`src/rtl/slave_cmd_processor.sv`:
```
// Three-word command frame collector and ALU behind the I2C slave receiver.
// The result and error code are held under a valid/ready handshake. Partial frames time out, and late words flag an overrun.
module slave_cmd_processor #(
  parameter int DATA_W      = 32,
  parameter int TIMEOUT_CYC = 1000000
) (
  input  logic              clk,
  input  logic              rst_n,
  input  logic              rx_done,
  input  logic [DATA_W-1:0] rx_data,
  output logic [DATA_W-1:0] result_lo,
  output logic [DATA_W-1:0] result_hi,
  output logic [31:0]       opcode_ascii,
  output logic [1:0]        err_code,
  output logic              result_valid,
  input  logic              result_ready,
  output logic [1:0]        word_cnt,
  output logic [2:0]        state_out
);

  typedef enum logic [2:0] {
    IDLE = 3'd0,
    OPA  = 3'd1,
    OPB  = 3'd2,
    EXEC = 3'd3,
    HOLD = 3'd4
  } state_t;

  localparam int CNT_W = $clog2(TIMEOUT_CYC);
  localparam logic [CNT_W-1:0] CNT_MAX = CNT_W'(TIMEOUT_CYC - 1);

  state_t              state, state_nxt;
  logic                s1, s2, s3;
  logic                rx_edge;
  logic                tmo_hit;
  logic [CNT_W-1:0]    tmo_cnt;
  logic [2:0]          opcode;
  logic [DATA_W-1:0]   op_a, op_b;

  logic [DATA_W:0]     sum, diff;
  logic [2*DATA_W-1:0] prod;
  logic [DATA_W-1:0]   alu_lo, alu_hi;
  logic [31:0]         alu_asc;
  logic [1:0]          alu_err;

  // rx_done comes from the slave clock domain; s3 turns a held level into one edge
  always_ff @(posedge clk or negedge rst_n) begin
    if (!rst_n) begin
      s1 <= 1'b0;
      s2 <= 1'b0;
      s3 <= 1'b0;
    end else begin
      s1 <= rx_done;
      s2 <= s1;
      s3 <= s2;
    end
  end

  assign rx_edge   = s2 & ~s3;
  assign tmo_hit   = ((state == OPA) || (state == OPB)) && !rx_edge && (tmo_cnt == CNT_MAX);
  assign state_out = state;

  always_ff @(posedge clk or negedge rst_n) begin
    if (!rst_n) state <= IDLE;
    else        state <= state_nxt;
  end

  always_comb begin
    state_nxt = state;
    case (state)
      IDLE:    if (rx_edge) state_nxt = OPA;
      OPA:     if (rx_edge) state_nxt = OPB;  else if (tmo_hit) state_nxt = IDLE;
      OPB:     if (rx_edge) state_nxt = EXEC; else if (tmo_hit) state_nxt = IDLE;
      EXEC:    state_nxt = HOLD;
      HOLD:    if (result_ready) state_nxt = IDLE;
      default: state_nxt = IDLE;
    endcase
  end

  assign sum  = {1'b0, op_a} + {1'b0, op_b};
  assign diff = {1'b0, op_a} - {1'b0, op_b};
  assign prod = {{DATA_W{1'b0}}, op_a} * {{DATA_W{1'b0}}, op_b};

  always_comb begin
    alu_lo  = '0;
    alu_hi  = '0;
    alu_asc = "ERR ";
    alu_err = 2'd0;
    case (opcode)
      3'd0: begin alu_lo = sum[DATA_W-1:0];  alu_hi = {{(DATA_W-1){1'b0}}, sum[DATA_W]};  alu_asc = "ADD "; end
      3'd1: begin alu_lo = diff[DATA_W-1:0]; alu_hi = {{(DATA_W-1){1'b0}}, diff[DATA_W]}; alu_asc = "SUB "; end
      3'd2: begin alu_lo = prod[DATA_W-1:0]; alu_hi = prod[2*DATA_W-1:DATA_W];            alu_asc = "MUL "; end
      3'd3: begin alu_lo = op_a & op_b; alu_asc = "AND "; end
      3'd4: begin alu_lo = op_a | op_b; alu_asc = "OR  "; end
      3'd5: begin alu_lo = op_a ^ op_b; alu_asc = "XOR "; end
      3'd6: begin alu_lo = op_a; alu_hi = op_b; alu_asc = "PASS"; end
      default: alu_err = 2'd1;
    endcase
  end

  always_ff @(posedge clk or negedge rst_n) begin
    if (!rst_n) begin
      tmo_cnt      <= '0;
      opcode       <= '0;
      op_a         <= '0;
      op_b         <= '0;
      result_lo    <= '0;
      result_hi    <= '0;
      opcode_ascii <= '0;
      err_code     <= 2'd0;
      result_valid <= 1'b0;
      word_cnt     <= 2'd0;
    end else begin
      case (state)
        IDLE: begin
          tmo_cnt <= '0;
          if (rx_edge) begin
            opcode   <= rx_data[2:0];
            err_code <= 2'd0;
            word_cnt <= 2'd1;
          end
        end
        OPA, OPB: begin
          if (rx_edge) begin
            tmo_cnt <= '0;
            if (state == OPA) begin
              op_a     <= rx_data;
              word_cnt <= 2'd2;
            end else begin
              op_b     <= rx_data;
            end
          end else if (tmo_hit) begin
            tmo_cnt  <= '0;
            err_code <= 2'd2;
            word_cnt <= 2'd0;
          end else begin
            tmo_cnt  <= tmo_cnt + 1'b1;
          end
        end
        EXEC: begin
          result_lo    <= alu_lo;
          result_hi    <= alu_hi;
          opcode_ascii <= alu_asc;
          err_code     <= rx_edge ? 2'd3 : alu_err;
          result_valid <= 1'b1;
          word_cnt     <= 2'd0;
        end
        HOLD: begin
          // A word arriving while a result is pending is dropped and reported
          if (rx_edge)      err_code     <= 2'd3;
          if (result_ready) result_valid <= 1'b0;
        end
        default: ;
      endcase
    end
  end

endmodule

```
`config.mk`:
```
export PLATFORM = sky130hd
export DESIGN_NAME = slave_cmd_processor
export DESIGN_NICKNAME = d
export VERILOG_FILES = /design/src/rtl/slave_cmd_processor.sv
export SDC_FILE = /design/constraint.sdc
export NUM_CORES = 2
export LEC_CHECK = 0
export BUFFER_PORTS_ARGS = -buffer_cell sky130_fd_sc_hd__buf_2
export CAP_MARGIN = 20
export CORE_UTILIZATION = 40
export CTS_CLUSTER_SIZE = 28
export DETAILED_ROUTE_END_ITERATION = 10
export GPL_TIMING_DRIVEN = 0
export PLACE_DENSITY_LB_ADDON = 0.2
export RECOVER_POWER = 25
export SYNTH_ARGS = -nofsm -noshare
export SYNTH_HDL_FRONTEND = slang
export SYNTH_SLANG_ARGS = --single-unit
```
`constraint.sdc`:
```
create_clock -name clk -period 9.3 [get_ports clk]
set_input_delay 1.86 -clock clk [delete_from_list [all_inputs] [get_ports clk]]
set_output_delay 1.86 -clock clk [all_outputs]
set_load 0.01 [all_outputs]
```
# Yosys cells after proc, flatten, opt, wreduce, memory -nomap -nowiden
# Index checks and enable logic that the tools add are counted.
totals:
  in_bits: 36
  ff_bits: 194
classes:
  multipliers: 1
  bitwise: 6
  n_reduce_logical: 19
  eq_ne: 18
  n_mux: 26
  n_addsub: 3
op_table:
  columns: ["cell", "n"]
  rows:
  - ["32-bit one-hot mux with 7 select lines", 1]
  - ["29-bit one-hot mux with 7 select lines", 1]
  - ["32-bit one-hot mux with 4 select lines", 1]
  - ["32-bit by 32-bit multiplier with 64-bit output", 1]
  - ["20-bit 2-to-1 mux", 2]
  - ["20-bit one-hot mux with 2 select lines", 1]
  - ["32-bit by 32-bit adder with 33-bit output", 1]
  - ["32-bit by 32-bit subtractor with 33-bit output", 1]
  - ["32-bit AND", 1]
  - ["32-bit OR", 1]
  - ["32-bit bitwise XOR", 1]
  - ["20-bit by 1-bit adder with 20-bit output (second input constant)", 1]
  - ["20-bit == test (second input constant)", 1]
  - ["2-bit 2-to-1 mux", 9]
  - ["3-bit 2-to-1 mux", 5]
  - ["3-bit one-hot mux with 5 select lines", 1]
  - ["3-bit by 2-bit == test with 1-bit output (second input constant)", 4]
  - ["3-bit == test (second input constant)", 4]
  - ["2-bit inequality test (second input constant)", 5]
  - ["2-bit one-hot mux with 4 select lines", 1]
  - ["7-bit OR reduction", 1]
  - ["3-bit by 1-bit == test with 1-bit output (second input constant)", 2]
  - ["3-bit logical NOT", 2]
  - ["3-bit inequality test (second input constant)", 2]
  - ["other kinds (16)", 23]

# Logic depth before layout (Yosys ltp)
logic_depth:
  depth_word: 8
  depth_mapped: 30
  depth_no_buf: 27

# Least setup slack after synthesis
# Ideal clock, no wire load.
synth_timing:
  path_type: "flip-flop to flip-flop"
  from: "register op_a[17]"
  to: "register result_hi[28]"
  setup_ps: 129
  n_path_buf: 2
  t_arrival_ps: 7411
  path_slack_ps: 1760
  required_ps: 9171
  period_less_slack_ps: 7540
  stages_incl_launch_ff: 26
  path_cell_list: "dfrtp_1 > inv_1 > clkbuf_1 > buf_1 > nor2_1 > fa_1 > inv_1 > fa_1 > fa_1 > fa_1 > inv_1 > fa_1 > fa_1 > fa_1 > fa_1 > ha_1 > a21oi_1 > o21ai_1 > a211o_1 > a2111oi_2 > a31oi_1 > or4b_1 > o211ai_2 > o21ai_1 > xnor2_1 > o21ai_1"
synth_between:
  elab_chain_cells: 2
synth_lines:
  columns: ["item", "line", "source"]
  rows:
  - ["from (decl)", "38", "logic [DATA_W-1:0] op_a, op_b;"]
  - ["from (signal assigned)", "127", "op_a <= rx_data;"]
  - ["32-bit by 32-bit multiplier with 64-bit output", "82", "assign prod = {{DATA_W{1'b0}}, op_a} * {{DATA_W{1'b0}}, op_b};"]
  - ["32-bit one-hot mux with 4 select lines", "89", "case (opcode)"]
  - ["to (signal assigned)", "142", "result_hi <= alu_hi;"]
  - ["to (decl)", "12", "output logic [DATA_W-1:0] result_hi,"]
# Every way passes these cells.
# A chain may end at the register's enable or synchronous reset.

# Worst setup path in the final report
layout_timing:
  from: "register op_a[5]"
  to: "register result_hi[9]"
# The elaborated chain is that of the path after synthesis.

==> results.sh <==
export IMPL_h_tree_depth=4
export IMPL_wl_met2_um=82600
export IMPL_cts_reportedPaths_clkPinSlew_ns=0.08
export IMPL_met1_length_um=75700
export IMPL_drcViolationCount=0
export IMPL_ios=140
export IMPL_maxCapViolCount=1
export IMPL_rsz0062_at_grt="yes"
export IMPL_initial_utilization_pct=40.5
export IMPL_cts_root_buffer="clkbuf_16"
export IMPL_port_buffer_count=131
export IMPL_start_kind="flip-flop"
export IMPL_die_x_um=335
export IMPL_postRouteAntennaNets=0
export IMPL_final_common_cell="inv_1"
export IMPL_dp_cells=6737
export IMPL_cp_max_fo=10
export IMPL_tightest_slew_ns=6.13
export IMPL_holdCritPathClass="reg -> reg"
export IMPL_period_share_pct=98.6
export IMPL_cts_hold_buf=0
export IMPL_netlist_area_leader_share_pct=40.6
export IMPL_synthCells=5096
export IMPL_crit_type="reg -> reg"
export IMPL_drtPass1Iterations=6
export IMPL_vias_per_cell=5.72
export IMPL_slew_headroom_pct=-308
export IMPL_fin_skew_ns=0.0167
export IMPL_fin_cells=6775
export IMPL_dr_first_iter_drc_count=3853
export IMPL_dpl_hpwl_um=161000
export IMPL_synthFlopType="dfrtp_1"
export IMPL_synthArstFlopShare_pct=100
export IMPL_synth_edf_count=0
export IMPL_multiInputGateArea_um2=34900
export IMPL_clock_sinks=181
export IMPL_synth_area_um2=44200
export IMPL_grt_pass1_vias=39582
export IMPL_crit_arrival_ns=9.54
export IMPL_end_kind="flip-flop"
export IMPL_wl_um=194000
export IMPL_track_usage_pct=35.2
export IMPL_seq_area_frac_synth_pct=10.2
export IMPL_ys_warn_count=0
export IMPL_overflow=0
export IMPL_cts_buffers_inserted=17
export IMPL_dieArea_um2=112000
export IMPL_cts_buffer_depth=2
export IMPL_ys_types=96
export IMPL_wl_per_cell_um=28.6
export IMPL_regArea_um2=4530
export IMPL_fmax_mhz=109
export IMPL_dp_slack_ns=-1.64
export IMPL_fillers=11164
export IMPL_via_count=38755
export IMPL_finalHoldViolCount=0
export IMPL_highest_layer="met5"
export IMPL_drv_slew=101
export IMPL_antenna_found_initial=9
export IMPL_clk_latency_ns=0.50
export IMPL_core_um2=109000
export IMPL_gp_congestion=1.05
export IMPL_violations="max-capacitance violations, max-slew violations"
export IMPL_grt_pass1_wl_um=279000
export IMPL_grt_max_degree=101
export IMPL_drive_above_1_share_pct=8.10
export IMPL_syn_area_per_cell_um2=8.68
export IMPL_die_height_um=335
export IMPL_outcome="finished, violations left"
export IMPL_num_rows=121
export IMPL_finalSetupViolCount=0
export IMPL_ys_ff_latch=181
export IMPL_syn_to_final_growth_pct=8.98
export IMPL_period_minus_slack_ns=9.17
export IMPL_met3_length_um=21000
export IMPL_cts_tree="built"
export IMPL_worst_slack_ns=0.127
export IMPL_cp_required_ns=9.67
export IMPL_timing_hold_ws_ns=0.366
export IMPL_ys_top_cells_by_area="fa_1 41%, ha_1 10%, dfrtp_1 10%"
export IMPL_final_cell_mix="950 x inv_1, 897 x fa_1, 703 x nor2_1, 606 x nand2_1, 366 x ha_1"
export IMPL_yosysTopAreaCell="fa_1"
export IMPL_nets=6581
## kinds of logic after synthesis
family,after synthesis,share of synthesized area [%]
XOR/XNOR,72,1.43
AND/OR/NAND/NOR,1512,14.0
multiplexers,71,1.80
buffers and inverters,1297,11.2
other,1,0.00848
adder cells (fa/ha/maj),1264,51.0
flip-flops,181,10.2
AO/OA/AOI/OAI,698,10.4
## synth_stat cells (all sizes together), types with 13 or more instances
cell type,number
inv,957
fa,897
nor2,704
nand2,606
ha,366
clkbuf,248
o21ai,182
dfrtp,181
a21oi,168
buf,73
mux2,68
a22oi,56
xnor2,48
a21o,36
a31oi,33
nor3,30
nor2b,27
nand3,25
nand4,24
xor2,24
and3,23
o211ai,23
o21bai,22
nand2b,21
a221oi,20
clkinv,19
a211oi,15
nor4,14
o21a,13
## worst paths after layout
path	from	slack, ns	depth (start not counted)	endpoint
min in group asynchronous	rst_n	3.62	1	tmo_cnt[13]
worst max-delay path	op_a[5]	0.13	27	result_hi[9]
worst min-delay path	s1	0.37	0	s2
worst max register to register	op_a[5]	0.13	27	result_hi[9]
worst min register to register	s1	0.37	0	s2
max in group asynchronous	rst_n	1.71	1	op_a[11]
## per-layer routing
layer / track usage (%) / vias to the layer above
li1: - / 16112
met1: 46.4 / 19900
met2: 52.4 / 2155
met3: 8.70 / 578
met4: 20.5 / 10
met5: 0 / -
## worst max-delay path, cell delays in order (launching register included)
cell and delay, ns:
dfrtp_1 0.59, inv_1 0.38, clkbuf_1 0.85, nor2_1 0.18, fa_1 0.48, fa_1 0.49
inv_1 0.05, fa_1 0.39, fa_1 0.51, fa_1 0.54, inv_1 0.06, fa_1 0.46
fa_1 0.57, fa_1 0.47, ha_1 0.28, buf_2 0.16, a21oi_1 0.22, o21ai_2 0.16
nor3_2 0.37, nor4_4 0.05, buf_4 0.17, buf_4 0.14, a21oi_4 0.31, o21bai_1 0.22
a21oi_2 0.37, o31ai_1 0.14, xnor2_1 0.27, o21ai_0 0.13
## flip-flops by register name (all words and copies together), names as in the netlist
signal        count
err_code          2
result_lo        32
s1                1
result_hi        32
s2                1
word_cnt          2
op_b             32
op_a             32
opcode_ascii     19
opcode            3
s3                1
result_valid      1
state_out         3
tmo_cnt          20
## final cells by class
type / count / area share (%)
diodes: 4 / 0.0208
plain buffers: 315 / 3.02
clock buffers: 19 / 0.919
clock inverters: 13 / 0.280
inverters: 976 / 7.69
multi-input cells: 3625 / 72.3
flip-flops and latches: 181 / 9.40
well taps: 1476 / 3.83
repair buffers: 166 / 2.49
## metrics by stage
stage          setup TNS (ns)  utilization, %  cell area [µm²]
6_report                    0            44.1            48200
3_5_place_dp           -35.36            43.2            47300
2_1_floorplan               0               -            44300
5_1_grt                     0            44.1            48200
4_1_cts                     0            44.0            48000
3_3_place_gp           -32.19            42.8            46800
## repair_timing
item / in CTS / in global routing
pin swaps: 0 / 1
resized for setup: 86 / 110
setup endpoints to repair: 40 / 17
setup buffers: 1 / 6
Power is left out: the tool's default activity adds up to more than one toggle a clock period on the data nets, which glitch-free logic cannot reach.
